File: src/rtl/wtank_ctrl.sv
// -----------------------------------------------------------------------------
// wtank_ctrl: overhead-tank pump controller.
//   Synchronises and debounces the tank low/high level probes, runs the fill
//   motor with a fill timeout (dry-run fault) and a minimum rest time after
//   every stop, and produces the water_level flag for the restroom block.
//
// Ports
//   clk          in   single rising-edge clock
//   rst_n        in   asynchronous active-low reset
//   lvl_lo_raw   in   async probe, 1 = water above low probe
//   lvl_hi_raw   in   async probe, 1 = water at/above high probe (full)
//   fault_clr    in   sync pulse, acknowledges a fault (FAULT state only)
//   water_level  out  registered, 1 = water usable
//   motor_on     out  1 = pump running (decoded from state register)
//   dry_fault    out  1 = block is in FAULT
//   fill_count   out  completed fills, saturates at 255
//   state        out  IDLE=00 FILL=01 REST=10 FAULT=11
//
// State   | meaning
// --------+-----------------------------------------------------------
// IDLE    | motor off, waiting for the filtered low level to drop
// FILL    | motor on, fill timer running until high probe or timeout
// REST    | motor off for MIN_OFF cycles, level changes ignored
// FAULT   | dry-run or sensor inconsistency, waits for fault_clr
// -----------------------------------------------------------------------------
module wtank_ctrl #(
    parameter int DEB_CYC      = 4,
    parameter int FILL_TIMEOUT = 1000,
    parameter int MIN_OFF      = 16
) (
    input  logic       clk,
    input  logic       rst_n,
    input  logic       lvl_lo_raw,
    input  logic       lvl_hi_raw,
    input  logic       fault_clr,
    output logic       water_level,
    output logic       motor_on,
    output logic       dry_fault,
    output logic [7:0] fill_count,
    output logic [1:0] state
);

    localparam logic [1:0] S_IDLE  = 2'b00;
    localparam logic [1:0] S_FILL  = 2'b01;
    localparam logic [1:0] S_REST  = 2'b10;
    localparam logic [1:0] S_FAULT = 2'b11;

    localparam int DW = $clog2(DEB_CYC + 1);
    localparam int FW = $clog2(FILL_TIMEOUT + 1);
    localparam int RW = $clog2(MIN_OFF + 1);

    // Bit 0 carries the low probe, bit 1 the high probe.
    logic [1:0]         sync1_q, sync2_q;
    logic [1:0]         filt_q, filt_d;
    logic [1:0][DW-1:0] deb_q, deb_d;

    logic [1:0]    state_q, state_d;
    logic [FW-1:0] fill_tmr_q, fill_tmr_d;
    logic [RW-1:0] rest_tmr_q, rest_tmr_d;
    logic [7:0]    fill_cnt_q, fill_cnt_d;
    logic          water_q, water_d;

    logic lo_f, hi_f, conflict;

    assign lo_f     = filt_q[0];
    assign hi_f     = filt_q[1];
    assign conflict = hi_f & ~lo_f;

    always_ff @(posedge clk or negedge rst_n) begin
        if (!rst_n) begin
            sync1_q <= '0;
            sync2_q <= '0;
        end else begin
            sync1_q <= {lvl_hi_raw, lvl_lo_raw};
            sync2_q <= sync1_q;
        end
    end

    // Counter tracks consecutive disagreeing cycles; the filtered value flips
    // on the DEB_CYC-th one, so the counter never needs to reach DEB_CYC.
    always_comb begin
        filt_d = filt_q;
        deb_d  = deb_q;
        for (int i = 0; i < 2; i++) begin
            if (sync2_q[i] != filt_q[i]) begin
                if (deb_q[i] == DW'(DEB_CYC - 1)) begin
                    filt_d[i] = sync2_q[i];
                    deb_d[i]  = '0;
                end else begin
                    deb_d[i] = deb_q[i] + 1'b1;
                end
            end else begin
                deb_d[i] = '0;
            end
        end
    end

    always_ff @(posedge clk or negedge rst_n) begin
        if (!rst_n) begin
            filt_q <= '0;
            deb_q  <= '0;
        end else begin
            filt_q <= filt_d;
            deb_q  <= deb_d;
        end
    end

    always_comb begin
        state_d    = state_q;
        fill_tmr_d = fill_tmr_q;
        rest_tmr_d = rest_tmr_q;
        fill_cnt_d = fill_cnt_q;
        case (state_q)
            S_IDLE: begin
                if (conflict) begin
                    state_d = S_FAULT;
                end else if (!lo_f) begin
                    state_d    = S_FILL;
                    fill_tmr_d = '0;
                end
            end
            S_FILL: begin
                if (fill_tmr_q != FW'(FILL_TIMEOUT))
                    fill_tmr_d = fill_tmr_q + 1'b1;
                // Full tank beats the timeout when both land on one cycle.
                if (conflict) begin
                    state_d = S_FAULT;
                end else if (hi_f) begin
                    state_d    = S_REST;
                    rest_tmr_d = '0;
                    if (fill_cnt_q != 8'hFF)
                        fill_cnt_d = fill_cnt_q + 1'b1;
                end else if (fill_tmr_q == FW'(FILL_TIMEOUT - 1)) begin
                    state_d = S_FAULT;
                end
            end
            S_REST: begin
                if (rest_tmr_q == RW'(MIN_OFF - 1))
                    state_d = S_IDLE;
                else
                    rest_tmr_d = rest_tmr_q + 1'b1;
            end
            S_FAULT: begin
                if (fault_clr) begin
                    state_d    = S_REST;
                    rest_tmr_d = '0;
                end
            end
            default: begin
                state_d    = S_REST;
                rest_tmr_d = '0;
            end
        endcase
        // Looks at the next state so water_level drops on the FAULT entry edge.
        water_d = lo_f & (state_d != S_FAULT);
    end

    // Reset lands in REST so a reset mid-fill still enforces a full rest.
    always_ff @(posedge clk or negedge rst_n) begin
        if (!rst_n) begin
            state_q    <= S_REST;
            fill_tmr_q <= '0;
            rest_tmr_q <= '0;
            fill_cnt_q <= '0;
            water_q    <= 1'b0;
        end else begin
            state_q    <= state_d;
            fill_tmr_q <= fill_tmr_d;
            rest_tmr_q <= rest_tmr_d;
            fill_cnt_q <= fill_cnt_d;
            water_q    <= water_d;
        end
    end

    assign state       = state_q;
    assign motor_on    = (state_q == S_FILL);
    assign dry_fault   = (state_q == S_FAULT);
    assign fill_count  = fill_cnt_q;
    assign water_level = water_q;

endmodule
File: config.mk
export PLATFORM = sky130hd
export DESIGN_NAME = wtank_ctrl
export DESIGN_NICKNAME = d
export VERILOG_FILES = /design/src/rtl/wtank_ctrl.sv
export SDC_FILE = /design/constraint.sdc
export NUM_CORES = 1
export LEC_CHECK = 0
export ABC_CLOCK_PERIOD_IN_PS = 1980
export BUFFER_PORTS_ARGS = -buffer_cell sky130_fd_sc_hd__buf_2
export CAP_MARGIN = 20
export CORE_MARGIN = 8
export CORE_UTILIZATION = 40
export CTS_CLUSTER_DIAMETER = 60
export DETAILED_ROUTE_END_ITERATION = 16
export PLACE_DENSITY_LB_ADDON = 0.15
export SLEW_MARGIN = 20
export SYNTH_ARGS = -nofsm -noshare
export SYNTH_HDL_FRONTEND = slang
export SYNTH_SLANG_ARGS = --single-unit
File: constraint.sdc
create_clock -name clk -period 1.98 [get_ports clk]
set_input_delay 0.099 -clock clk [delete_from_list [all_inputs] [get_ports clk]]
set_output_delay 0.099 -clock clk [all_outputs]
set_load 0.02 [all_outputs]
==> summary.md <==
| Metric | Value |
|---|---|
| Synth cell types | `49` |
| Endpoint type of the worst setup path | `flop` |
| Post-DP Area | `0.002034 sq mm` |
| Worst Hold Launch | `fault_clr` |
| Critical-path top delay cell | `dfrtp_1` |
| Initial Util | `40.86%` |
| Final setup vio count | `0` |
| Post-synthesis sequential area ratio | `50.33%` |
| Number of diodes | `0` |
| Avg Cell Area, Syn | `11.06 sq um` |
| Syn Inst Count | `171` |
| Met3 Track Usage GR | `3.610%` |
| Status | `finished clean` |
| Largest net degree at the start of global routing | `39` |
| Die area | `0.007186 sq mm` |
| Core Region | `0.004629 sq mm` |
| Synthesis-to-finish area growth | `14.95%` |
| TritonCTS clock tree | `built` |
| VDD IR-drop max | `0.0006912 V` |
| Final wirelength | `3508 microns` |
| Worst-case clock buffer depth | `2` |
| Post-synthesis register bit count | `38` |
| Most used cell, CP | `ha_1` |
| Post-route DRC | `0` |
| Post-CTS setup buffers | `0` |
| Sw Pwr | `0.9819 mW` |
| GRT busiest layer | `met2` |
| Die Wd | `84.77 microns` |
| RR Startpoint | `rest_tmr_q[0]` |
| Switch share | `36.22%` |
| Syn nets | `183` |
| Final nets | `207` |
| DRT Pass-1 Iters | `4` |
| Most frequent cells in the layout | `dfrtp_1 (37), nand2_1 (21), buf_2 (17)` |
| Reg clk slew, reported paths | `0.07 ns` |
| Flop pwr share | `46.1%` |
| RR Endpoint | `rest_tmr_q[1]` |
| EDFF count, synth | `0` |
| R2r worst-path depth | `6` |
| Final ANT Viol Nets | `0` |
| Hold Path End | `state[0]` |
| Fin crit period | `1.764 ns` |
| CP bufs+invs | `0` |
| Antenna violations before repair | `0` |
| WL/cell | `14.03 microns` |
| Ranking of synthesized cells by area | `dfrtp_1 (49%), ha_1 (4.6%), nand2_1 (4.2%)` |
| CP max stage delay | `0.42 ns` |
| Cell taking the most area after synthesis | `dfrtp_1` |
| Root buffer cell | `clkbuf_8` |
| Relative slew slack | `44.42%` |
| Global-route wire length before repair | `6196 microns` |
| Comb power frac | `31.3%` |
| Setup crit start kind | `flop` |
| Vias in the first global route | `1285` |
| Critical-path cell list | `ha_1, and3_1, ha_1, nand2b_1, a31oi_2, o31ai_1` |
| Yosys top cell area share | `48.94%` |
| FMAX | `0.5667 GHz` |
| Delay-heaviest family, CP | `adder cells` |
| Leading cell type in the layout, fill and taps excluded | `dfrtp_1` |
| Worst hold margin | `0.1800 ns` |
| Overall Power | `2.711 mW` |
| Dpl hpwl | `2529 microns` |
| Hold Path Class | `in2reg` |
| Clk pwr share | `22.6%` |
| Overall die height | `84.77 microns` |
| Vias per Instance | `5.268` |
| Vias | `1317` |
| Worst-Skew Late Latency | `0.28 ns` |
| Critical path type | `reg2reg` |
| Least-Margin Pin Slew | `0.8337 ns` |
| CTS-repair resized insts | `0` |
| Crit path DAT | `1.94 ns` |
| Row cnt | `25` |
| Grt met2 use | `16.82%` |
| Final Skew | `0.007164 ns` |
| Ys async rst share | `100.0%` |
| Synthesized cell area | `0.001892 sq mm` |
| Max Cap Viol | `0` |
| Remaining global-route overflow | `0` |
| Cell count along the critical path | `6` |
| Internal power | `1.729 mW` |
| Total GRT Usage | `10.75%` |
| Pwr Density | `1247 mW/mm^2` |
| Total Negative Setup Slacks | `0 ns` |
| Data required time at the worst endpoint | `2.16 ns` |
| Slew Limit Fails | `0` |
| Htree depth | `2` |
| Worst hold stages | `4` |
| Ys Warns | `0` |
| DRT iter0 DRCs | `45` |
| TritonCTS buffer count | `5` |
| Max Fanout on Critical Path | `7` |
| RSZ-0062 raised after global routing | `false` |
| GRT met1 Usage | `13.14%` |
| P_leak | `1.045 nW` |
| Tcrit/Tclk final | `89.12%` |
| CTS Sinks | `38` |
| I/O pin total | `18` |
| PortBufs | `17` |
| Final Cell Area | `0.002175 sq mm` |
| Layout cell share with drive strength beyond 1 | `20.92%` |
| FF-to-FF setup slack | `0.22 ns` |
| Final Hold Fails | `0` |
| Gpl congestion | `0.8471` |
| Most common flop cell mapped by yosys | `dfrtp_1` |
## state kept, by name, summed over array words and instances (netlist names)
register / count
sync2_q: 2
fill_tmr_q: 10
filt_q: 2
deb_q: 6
fill_count: 8
water_level: 1
state: 2
rest_tmr_q: 5
sync1_q: 2
## synth_stat cells, types with 2 or more instances
cell and count:
and3_1 5, a21oi_1 2, nor2b_1 5, nor2_1 4
buf_2 4, nand2b_1 4, a22o_1 2, nand3_1 4
xnor2_1 7, mux2_2 3, ha_1 7, inv_1 7
mux2i_1 4, and2_1 2, nand4_1 4, o31ai_1 4
nor3_1 4, dfrtp_1 37, a31oi_1 2, nand2_1 21
nor3b_1 5, o21ai_0 7
## timing repair
item	4_1_cts	5_1_grt
setup endpoints to repair	0	0
endpoints found under the hold margin	39	0
hold buffers	3	0
## power by group through the flow
stage               combinational (mW)  clock [mW]  sequential (mW)
detailed placement               0.855           0             1.27
CTS                              0.867       0.637             1.25
floorplan                        0.667           0             1.20
finish                           0.849       0.613             1.25
global route                     0.970       0.663             1.29
global placement                 0.818           0             1.25
## per-stage QoR
step | cells | utilization [%] | setup WS (ns)
CTS | 250 | 46.97 | 0.2035
global placement | 239 | 43.95 | 0.3101
detailed placement | 239 | 43.95 | 0.2242
floorplan | 171 | - | 0.3242
finish | 250 | 46.97 | 0.2155
global route | 250 | 46.97 | 0.01143
## worst max path at each step
stage	from	end
final	rest_tmr_q[0]	rest_tmr_q[1]
after global routing	rest_tmr_q[0]	rest_tmr_q[2]
after CTS	rest_tmr_q[0]	rest_tmr_q[1]
after detailed placement	rest_tmr_q[0]	rest_tmr_q[1]
after global placement	rest_tmr_q[0]	rest_tmr_q[2]
after floorplan	fill_count[0]	fill_count[1]
## cells by family after synthesis
group | Yosys count | share of synthesized area, %
multiplexers | 7 | 3.902
flip-flops | 38 | 50.33
AND/OR/NAND/NOR | 68 | 21.23
XOR/XNOR | 8 | 3.704
adder cells (fa/ha/maj) | 7 | 4.629
buffers and inverters | 13 | 3.109
AO/OA/AOI/OAI | 30 | 13.10
## cell type report
type | count | area (sq um)
multi-input cells | 120 | 880.8
inverters | 7 | 26.28
repair buffers | 23 | 137.6
clock buffers | 8 | 110.1
flip-flops and latches | 38 | 952.2
well taps | 54 | 67.56
fillers | 440 | 2455
## layer usage
metal | wire [microns] | vias to the layer above | share of wire (%)
li1 | - | 658 | -
met1 | 1628 | 645 | 46
met3 | 113 | 2 | 3.2
met5 | 0 | - | 0
met4 | 21 | 0 | 0.60
met2 | 1744 | 12 | 50
## worst reg2reg max path, delay by kind of cell (launching register included)
kind | cells | cell delay (ns)
fa+ha+maj | 2 | 0.47
flops | 1 | 0.42
compound gates | 2 | 0.47
simple gates | 2 | 0.30
(Power assumes the default switching activity.)
